$ cat src/rtl/dram_ctrl_pkg.sv
// Shared types and default timing for the single-bank DRAM access controller.
package dram_ctrl_pkg;

  // Controller states: idle, precharge, activate, column access, refresh.
  typedef enum logic [2:0] {
    ST_IDLE = 3'd0,
    ST_PRE  = 3'd1,
    ST_ACT  = 3'd2,
    ST_RW   = 3'd3,
    ST_REF  = 3'd4
  } state_e;

  // Default geometry and timing, in clock cycles.
  localparam int unsigned DEF_ROW_W        = 5;
  localparam int unsigned DEF_COL_W        = 5;
  localparam int unsigned DEF_T_RP         = 2;
  localparam int unsigned DEF_T_RCD        = 2;
  localparam int unsigned DEF_T_CL         = 2;
  localparam int unsigned DEF_T_RFC        = 4;
  localparam int unsigned DEF_REF_INTERVAL = 64;

  // Largest of four timing values, used to size the state-length counter.
  function automatic int unsigned max4(input int unsigned a, input int unsigned b,
                                       input int unsigned c, input int unsigned d);
    int unsigned m;
    m = a;
    if (b > m) m = b;
    if (c > m) m = c;
    if (d > m) m = d;
    return m;
  endfunction

endpackage

$ cat src/rtl/dram_refresh_timer.sv
// Free-running refresh interval counter. Raises ref_pending when the counter
// reaches zero and drops it when the controller enters its refresh state.
module dram_refresh_timer
  import dram_ctrl_pkg::*;
#(
  parameter int unsigned REF_INTERVAL = DEF_REF_INTERVAL
) (
  input  logic clk_i,
  input  logic rst_ni,
  input  logic ref_clear_i,
  output logic ref_pending_o
);

  localparam int unsigned CW = $clog2(REF_INTERVAL) + 1;
  localparam logic [CW-1:0] RELOAD = CW'(REF_INTERVAL - 1);

  logic [CW-1:0] cnt_q, cnt_d;
  logic          pend_q, pend_d;

  // Next-state: reload at zero and set pending; a fresh expiry outranks a
  // simultaneous clear, and an expiry while already pending just stays pending.
  always_comb begin
    cnt_d  = cnt_q;
    pend_d = pend_q;
    if (cnt_q == '0) begin
      cnt_d  = RELOAD;
      pend_d = 1'b1;
    end else begin
      cnt_d = cnt_q - 1'b1;
      if (ref_clear_i) pend_d = 1'b0;
    end
  end

  // Interval counter and pending flag registers.
  always_ff @(posedge clk_i or negedge rst_ni) begin
    if (!rst_ni) begin
      cnt_q  <= RELOAD;
      pend_q <= 1'b0;
    end else begin
      cnt_q  <= cnt_d;
      pend_q <= pend_d;
    end
  end

  assign ref_pending_o = pend_q;

endmodule

$ cat src/rtl/dram_access_ctrl.sv
// Single-bank DRAM access sequencer with an open-page policy and periodic
// refresh. Every strobe and address leaving the block is registered.
//
// Request handshake: a request transfers on a rising edge where req_valid_i
// and req_ready_o are both high; req_ready_o is high only in IDLE with no
// refresh pending and does not depend on req_valid_i. The request fields are
// captured on that edge and inputs are ignored until the FSM returns to IDLE.
// There is no response back-pressure: rsp_valid_o is a one-cycle pulse.
module dram_access_ctrl
  import dram_ctrl_pkg::*;
#(
  parameter int unsigned ROW_W        = DEF_ROW_W,
  parameter int unsigned COL_W        = DEF_COL_W,
  parameter int unsigned T_RP         = DEF_T_RP,
  parameter int unsigned T_RCD        = DEF_T_RCD,
  parameter int unsigned T_CL         = DEF_T_CL,
  parameter int unsigned T_RFC        = DEF_T_RFC,
  parameter int unsigned REF_INTERVAL = DEF_REF_INTERVAL
) (
  input  logic             clk_i,
  input  logic             rst_ni,
  input  logic             req_valid_i,
  output logic             req_ready_o,
  input  logic             req_we_i,
  input  logic [ROW_W-1:0] req_row_i,
  input  logic [COL_W-1:0] req_col_i,
  output logic             ras_o,
  output logic [ROW_W-1:0] row_addr_o,
  output logic             cas_o,
  output logic [COL_W-1:0] col_addr_o,
  output logic             we_o,
  output logic             pre_o,
  output logic             ref_o,
  output logic             rsp_valid_o,
  // Debug visibility of the FSM and open-page tracking.
  output state_e           state_o,
  output logic             row_open_o,
  output logic [ROW_W-1:0] open_row_o,
  output logic             ref_pending_o
);

  localparam int unsigned TW = $clog2(max4(T_RP, T_RCD, T_CL, T_RFC)) + 1;

  state_e           state_q, state_d;
  logic [TW-1:0]    cnt_q, cnt_d;
  logic             row_open_q, row_open_d;
  logic [ROW_W-1:0] open_row_q, open_row_d;
  logic             pre_for_ref_q, pre_for_ref_d;
  logic             cap_we_q, cap_we_d;
  logic [ROW_W-1:0] cap_row_q, cap_row_d;
  logic [COL_W-1:0] cap_col_q, cap_col_d;
  logic             ras_q, ras_d;
  logic [ROW_W-1:0] row_addr_q, row_addr_d;
  logic             cas_q, cas_d;
  logic [COL_W-1:0] col_addr_q, col_addr_d;
  logic             we_q, we_d;
  logic             pre_q, pre_d;
  logic             ref_q, ref_d;
  logic             rsp_q, rsp_d;

  logic ref_pending;
  logic ref_entry;
  logic accept;
  logic row_hit;
  logic last_cycle;

  dram_refresh_timer #(
    .REF_INTERVAL(REF_INTERVAL)
  ) u_refresh_timer (
    .clk_i        (clk_i),
    .rst_ni       (rst_ni),
    .ref_clear_i  (ref_entry),
    .ref_pending_o(ref_pending)
  );

  assign req_ready_o = (state_q == ST_IDLE) && !ref_pending;
  assign accept      = req_valid_i && req_ready_o;
  assign row_hit     = row_open_q && (open_row_q == req_row_i);
  assign last_cycle  = (cnt_q == TW'(1));

  // Next-state, state-length counter and output strobe generation. Strobes
  // fire on the cycle a state is entered; the counter is loaded with the
  // state length on entry and the state is left when it reaches one.
  always_comb begin
    state_d       = state_q;
    cnt_d         = (cnt_q > TW'(1)) ? cnt_q - 1'b1 : '0;
    row_open_d    = row_open_q;
    open_row_d    = open_row_q;
    pre_for_ref_d = pre_for_ref_q;
    cap_we_d      = cap_we_q;
    cap_row_d     = cap_row_q;
    cap_col_d     = cap_col_q;
    ras_d         = 1'b0;
    row_addr_d    = '0;
    cas_d         = 1'b0;
    col_addr_d    = '0;
    we_d          = 1'b0;
    pre_d         = 1'b0;
    ref_d         = 1'b0;
    rsp_d         = 1'b0;
    ref_entry     = 1'b0;

    case (state_q)
      ST_IDLE: begin
        if (ref_pending) begin
          // An open row must be closed before the refresh may start.
          if (row_open_q) begin
            state_d       = ST_PRE;
            pre_for_ref_d = 1'b1;
          end else begin
            state_d = ST_REF;
          end
        end else if (accept) begin
          cap_we_d  = req_we_i;
          cap_row_d = req_row_i;
          cap_col_d = req_col_i;
          if (row_hit) begin
            state_d = ST_RW;
          end else if (row_open_q) begin
            state_d       = ST_PRE;
            pre_for_ref_d = 1'b0;
          end else begin
            state_d = ST_ACT;
          end
        end
      end
      ST_PRE: begin
        if (last_cycle) begin
          row_open_d = 1'b0;
          state_d    = pre_for_ref_q ? ST_REF : ST_ACT;
        end
      end
      ST_ACT: begin
        if (last_cycle) begin
          row_open_d = 1'b1;
          open_row_d = cap_row_q;
          state_d    = ST_RW;
        end
      end
      ST_RW: begin
        if (last_cycle) state_d = ST_IDLE;
      end
      ST_REF: begin
        if (last_cycle) begin
          row_open_d = 1'b0;
          state_d    = ST_IDLE;
        end
      end
      default: begin
        state_d = ST_IDLE;
      end
    endcase

    // Entry actions: every transition lands in a different state, so a state
    // change marks the first cycle of the new state.
    if (state_d != state_q) begin
      case (state_d)
        ST_PRE: begin
          pre_d = 1'b1;
          cnt_d = TW'(T_RP);
        end
        ST_ACT: begin
          ras_d      = 1'b1;
          row_addr_d = cap_row_d;
          cnt_d      = TW'(T_RCD);
        end
        ST_RW: begin
          cas_d      = 1'b1;
          col_addr_d = cap_col_d;
          we_d       = cap_we_d;
          cnt_d      = TW'(T_CL);
        end
        ST_REF: begin
          ref_d     = 1'b1;
          ref_entry = 1'b1;
          cnt_d     = TW'(T_RFC);
        end
        default: begin
          cnt_d = '0;
        end
      endcase
    end

    // Completion pulse lands on the final access cycle.
    rsp_d = (state_d == ST_RW) && (cnt_d == TW'(1));
  end

  // State, bookkeeping and registered output strobes.
  always_ff @(posedge clk_i or negedge rst_ni) begin
    if (!rst_ni) begin
      state_q       <= ST_IDLE;
      cnt_q         <= '0;
      row_open_q    <= 1'b0;
      open_row_q    <= '0;
      pre_for_ref_q <= 1'b0;
      cap_we_q      <= 1'b0;
      cap_row_q     <= '0;
      cap_col_q     <= '0;
      ras_q         <= 1'b0;
      row_addr_q    <= '0;
      cas_q         <= 1'b0;
      col_addr_q    <= '0;
      we_q          <= 1'b0;
      pre_q         <= 1'b0;
      ref_q         <= 1'b0;
      rsp_q         <= 1'b0;
    end else begin
      state_q       <= state_d;
      cnt_q         <= cnt_d;
      row_open_q    <= row_open_d;
      open_row_q    <= open_row_d;
      pre_for_ref_q <= pre_for_ref_d;
      cap_we_q      <= cap_we_d;
      cap_row_q     <= cap_row_d;
      cap_col_q     <= cap_col_d;
      ras_q         <= ras_d;
      row_addr_q    <= row_addr_d;
      cas_q         <= cas_d;
      col_addr_q    <= col_addr_d;
      we_q          <= we_d;
      pre_q         <= pre_d;
      ref_q         <= ref_d;
      rsp_q         <= rsp_d;
    end
  end

  assign ras_o         = ras_q;
  assign row_addr_o    = row_addr_q;
  assign cas_o         = cas_q;
  assign col_addr_o    = col_addr_q;
  assign we_o          = we_q;
  assign pre_o         = pre_q;
  assign ref_o         = ref_q;
  assign rsp_valid_o   = rsp_q;
  assign state_o       = state_q;
  assign row_open_o    = row_open_q;
  assign open_row_o    = open_row_q;
  assign ref_pending_o = ref_pending;

endmodule
$ cat config.mk
export PLATFORM = sky130hd
export DESIGN_NAME = dram_access_ctrl
export DESIGN_NICKNAME = d
export VERILOG_FILES = /design/src/rtl/dram_ctrl_pkg.sv /design/src/rtl/dram_refresh_timer.sv /design/src/rtl/dram_access_ctrl.sv
export SDC_FILE = /design/constraint.sdc
export NUM_CORES = 1
export LEC_CHECK = 0
export BUFFER_PORTS_ARGS = -buffer_cell sky130_fd_sc_hd__buf_4
export CAP_MARGIN = 30
export CORE_MARGIN = 2
export CORE_UTILIZATION = 55
export DETAILED_ROUTE_END_ITERATION = 6
export HOLD_SLACK_MARGIN = 0.05
export PLACE_DENSITY = 0.78
export SYNTH_ARGS = -nofsm -noshare
export SYNTH_HDL_FRONTEND = slang
export SYNTH_SLANG_ARGS = --single-unit
$ cat constraint.sdc
create_clock -name clk_i -period 4.46 [get_ports clk_i]
set_input_delay 0.446 -clock clk_i [delete_from_list [all_inputs] [get_ports clk_i]]
set_output_delay 0.446 -clock clk_i [all_outputs]
set_load 0.03 [all_outputs]
* Word-level counts from Yosys, hierarchy flattened *
Cells that the tools add are included.

word-level totals
  logic and storage cells = 101
  register bits = 48
  input bits = 14

cells by class
  eq/ne operators = 17
  reduce and logical (&&, ||, !) cells = 16
  $add $sub $neg = 2
  muxes and demuxes = 47
  order comparisons = 1

operators with widths
  operator               count
  $mux W5                10
  $mux W3                9
  $mux W1                22
  $eq A3 B1 Y1 const B   4
  $eq A3 B2 Y1 const B   4
  $pmux W3 S4            1
  $logic_not A7 Y1       1
  $mux W7                1
  $sub A7 B1 Y7 const B  1
  $eq A3 B3 Y1 const B   2
  $pmux W3 S2            1
  $reduce_bool A2 Y1     3
  $eq A5 B5 Y1           1
  $reduce_and A5 Y1      1
  $logic_and A1 B1 Y1    4
  $mux W2                2
  $ne A2 B1 Y1 const B   2
  $ne A2 B2 Y1 const B   2
  $reduce_or A2 Y1       2
  $gt A3 B1 Y1 const B   1
  $logic_not A3 Y1       1
  $ne A3 B2 Y1 const B   1
  $ne A3 B3 Y1           1
  $reduce_and A3 Y1      1
  other kinds (5)        5

* Depth between registers and ports, before layout *
  depth after elaboration = 12
  gate-level depth with buffers = 8
  mapped depth without buffers = 8

* Cells and area by module *
From an unflattened synthesis, not the netlist that was laid out.

unflattened totals
  cells, all modules = 183
  area, all modules = 2175.8 µm²

modules (own cells, without submodules)
  module              area an instance (µm²)  instances  seq. area each (µm²)  cells each
  dram_access_ctrl    1804.2                  1          1001.0                149
  dram_refresh_timer  371.6                   1          207.7                 34

* Least setup slack after synthesis *
Ideal clock, no wire load.

  kind = register -> register
  start point = register state_q[2] (netlist: state_o[2])
  end point = register col_addr_q[0] (netlist: col_addr_o[0])
  setup time = 0.126 ns
  required time = 4.334 ns
  arrival time = 2.145 ns
  stages on the path, launching flop included = 6
  path buffers = 1
  slack = 2.188 ns
  clock period less this slack = 2.272 ns
  cells stage by stage = dfrtp_1 -> nor4_2 -> nand2_1 -> clkbuf_1 -> mux2_2 -> nor2b_1

between the ends
  elaborated cells between the ends (all ways) = 21
  classes of those cells = 6 x eq/ne; 11 x mux; 4 x reduce/logical

RTL lines
  item                      line                     RTL
  start: declaration        dram_access_ctrl.sv:44   state_e state_q, state_d;
  start signal: assignment  dram_access_ctrl.sv:208  state_q <= state_d;
  $logic_not A3 Y1          dram_access_ctrl.sv:76   assign req_ready_o = (state_q == ST_IDLE) && !ref_pending;
  $logic_and A1 B1 Y1       dram_access_ctrl.sv:76
  net req_ready_o           dram_access_ctrl.sv:23   output logic req_ready_o,
  $logic_and A1 B1 Y1       dram_access_ctrl.sv:77   assign accept = req_valid_i && req_ready_o;
  $mux W5                   dram_access_ctrl.sv:113  end else if (accept) begin
  $mux W5                   dram_access_ctrl.sv:105  if (ref_pending) begin
  $mux W5                   dram_access_ctrl.sv:103  case (state_q)
  net cap_col_d[0]          dram_access_ctrl.sv:51   logic [COL_W-1:0] cap_col_q, cap_col_d;
  $mux W5                   dram_access_ctrl.sv:157  case (state_d)
  $mux W5                   dram_access_ctrl.sv:156  if (state_d != state_q) begin
  net col_addr_d[0]         dram_access_ctrl.sv:55   logic [COL_W-1:0] col_addr_q, col_addr_d;
  end signal: assignment    dram_access_ctrl.sv:219  col_addr_q <= col_addr_d;
  end: declaration          dram_access_ctrl.sv:55

The timed path passes the listed nets, and every way through them passes these cells.
A chain may end at the register's enable or synchronous reset.

* Final worst setup path *
  start point = register cnt_q[1]
  end point = register col_addr_q[2] (netlist: col_addr_o[2])

between the ends
  word-level cells in the longest chain between the ends = 6
  elaborated cells between the ends (all ways) = 9
  classes of those cells = 3 x eq/ne; 6 x mux

RTL lines
  item                        line                     RTL
  start: declaration          dram_access_ctrl.sv:45   logic [TW-1:0] cnt_q, cnt_d;
  start signal: assignment    dram_access_ctrl.sv:209  cnt_q <= cnt_d;
  $eq A3 B1 Y1 *              dram_access_ctrl.sv:79   assign last_cycle = (cnt_q == TW'(1));
  $mux W3 (on tied branches)  n/a
  $pmux W3 S4 *               dram_access_ctrl.sv:103
  net state_d[0]              dram_access_ctrl.sv:44
  $eq A3 B2 Y1                dram_access_ctrl.sv:157
  $mux W5                     dram_access_ctrl.sv:157
  $mux W5 *                   dram_access_ctrl.sv:156
  net col_addr_d[2]           dram_access_ctrl.sv:55

The timed path passes the listed nets; every way through them passes the cells marked *.

==> run metrics <==
post-layout min period 2410 ps; # IOs 41; final instance area 2510 µm²; main combinational cell family by area after synthesis simple AND/OR/NAND/NOR gates; endpoint class of the critical path register; Post-Synth Adder-Cell Area 1.81%; die area 4270 µm²; warning count from the yosys run 0; WP data arrival 2620 ps; Syn Area/Cell 12.1 µm²; worst min path class in -> async; Seq/Total Area, Yosys 58.4%; final hold vios 0; CTS tree yes; Final Core Density 69.1%; Final Cycle Share 54.0%; max_cap viols 0; Detailed Route WL 4050 µm; layout cells sized above 1 34.1%; Worst Path Max Fanout 7; xor and xnor area share after synthesis 4.23%; RSZ-0062 raised after global routing false; initial core utilization 56.9%; Die Ht 65.3 µm; Core Region 3630 µm²; H-tree levels 2; GPL Wtd Cong 0.885; Cell Rows 22; first-pass GRT wire length 6840 µm; total track usage 21.1%; initial antenna violation count 0; final hold slack 150 ps; final routed DRC violation total 0; DR iter-0 viols 35; pwr dens 700 nW/µm²; gate count of the mapped netlist 171; WL per Instance 15.4 µm; Layout area overhead 21.5%; Final Max Slew Viols 0; Antenna Cells 0; Post-synth top cells dfrtp_1 (42), mux2_2 (17), nor2b_1 (16); Setup crit start kind register; nets 230; Highest Clock Rate 0.415 GHz; Sink Count 48; Worst Clk Skew 6.19 ps; Top FF cell, synth dfrtp_1; Post-CTS Setup Bufs 0; port bufs 40; vias per cell 5.55; Placed Area 2410 µm²; post-synthesis mux area share 9.80%; CTS clock-pin slew for the worst setup and hold paths 80 ps; Final WS setup 2050 ps; Die X 65.3 µm; Post-synth ARST share 100%; most common cell in the netlist dfrtp_1; Static Leakage 1.24 nW; Seq cells post-synth 48; vias in the first global route 1,444; Synth area leader dfrtp_1; Max Root-Sink Buffers 2; CTS root buffer clkbuf_8; Fin Setup TNS 0 ps; Synth top area share 50.8%; Mapped Area 2070 µm²; Simple-Gate Fraction of Synth Area 16.4%; Final ANT Viol Nets 0; syn_nets 188; final global-route overflow total 0; DP Wirelength 2950 µm; CTS Buf Count 5; number of synthesized flops with an enable pin 0; Post-CTS Resized 0; synth top area cells dfrtp_1 (51%), mux2_2 (9.3%), dfstp_2 (7.6%); library cells used by synthesis 40; status completed; Compound-Gate Fraction of Synth Area 6.23%; maximum number of pins on one net before global-route repair 49; max_slew headroom 62.2%; Worst EP required 4670 ps; dpl ws 2080 ps; hold buffer count at cts 0; First-pass DRT Iterations 4; final-report setup violation count 0; worst skew pair latency 290 ps; worst slew pin tran 567 ps; Max VDD drop 0.000389 V; DR vias 1,453; Setup CP Type reg -> reg
-- metal layers --
metal / global-route usage, % / vias to the layer above / part of all wire, %
li1: - / 667 / -
met1: 26.4 / 711 / 40
met2: 34.3 / 59 / 50
met3: 5.99 / 16 / 7.0
met5: 0 / - / 0
met4: 9.11 / 0 / 2.5
-- cell families (layout without fill, tap and decap cells) --
group                    Yosys count  in the layout
multiplexers                      18             18
adder cells (fa/ha/maj)            3              3
flip-flops                        48             48
XOR/XNOR                          10             10
buffers and inverters             16             59
AO/OA/AOI/OAI                     18             18
AND/OR/NAND/NOR                   58             58
-- per-stage QoR --
step	instances	power, mW
floorplan	171	1.21
global placement	254	1.43
detailed placement	254	1.46
CTS	262	1.77
global route	262	1.87
finish	262	1.76
-- registers in the layout, summed over array words and instances, names as in the netlist, 3 cells and up --
signal and flops:
cap_col_q 5, cap_row_q 5, cnt_q 3, col_addr_o 5, open_row_o 5, row_addr_o 5, state_o 3, u_refresh_timer.cnt_q 7
-- cell type report --
class                   count  area (µm²)
multi-input cells         107         796
clock inverters             1        30.0
flip-flops and latches     48        1210
repair buffers             40         300
fillers                   273        1120
clock buffers               7        76.3
inverters                  11        41.3
well taps                  48        60.1
-- critical path, cell delays in order, from the launching register on --
cell and delay, ps:
dfrtp_1 410, inv_1 110, ha_1 240, nor2b_1 390, a221oi_1 160, or3_1 460
inv_1 130, nand3_1 240, nor2b_1 190
-- power by group --
group          internal, mW  switching, mW  total (mW)
Combinational         0.333          0.432       0.766
Clock                 0.168          0.133       0.300
Sequential            0.577          0.116       0.693
Total                  1.08          0.682        1.76
-- path summary, 6_finish.rpt --
path,endpoint,from,slack [ps],cells after the start
worst max-delay path,col_addr_o[2],cnt_q[1],2050,8
worst min-delay path,row_open_o,rst_ni,150,1
worst max register to register,col_addr_o[2],cnt_q[1],2050,8
worst min register to register,u_refresh_timer.cnt_q[0],u_refresh_timer.cnt_q[0],460,1
max in group asynchronous,pre_o,rst_ni,3930,1
min in group clk_i,cap_col_q[1],req_col_i[1],400,2
-- cells in the final DEF, fill, tap and decap left out, drive strengths merged --
cell | Yosys | layout
a221o | 1 | 1
o31ai | 1 | 1
nor2b | 16 | 16
or4 | 2 | 2
nand2 | 10 | 10
bufinv | 0 | 1
dfstp | 6 | 6
o22a | 1 | 1
or2 | 1 | 1
mux2 | 18 | 18
or3 | 5 | 5
a31oi | 1 | 1
nand3 | 2 | 2
clkbuf | 2 | 7
o32ai | 1 | 1
nor4bb | 1 | 1
a32o | 1 | 1
a221oi | 1 | 1
o21ba | 1 | 1
ha | 3 | 3
nand4 | 1 | 1
nor3b | 2 | 2
nand2b | 1 | 1
nor4 | 2 | 2
nor2 | 6 | 6
a21oi | 3 | 3
and3b | 2 | 2
inv | 11 | 11
buf | 3 | 40
o31a | 1 | 1
nor3 | 5 | 5
a211oi | 2 | 2
xor2 | 7 | 7
dfrtp | 42 | 42
xnor2 | 3 | 3
o21ai | 4 | 4
and2 | 2 | 2
Power figures use the tool's default switching activity.
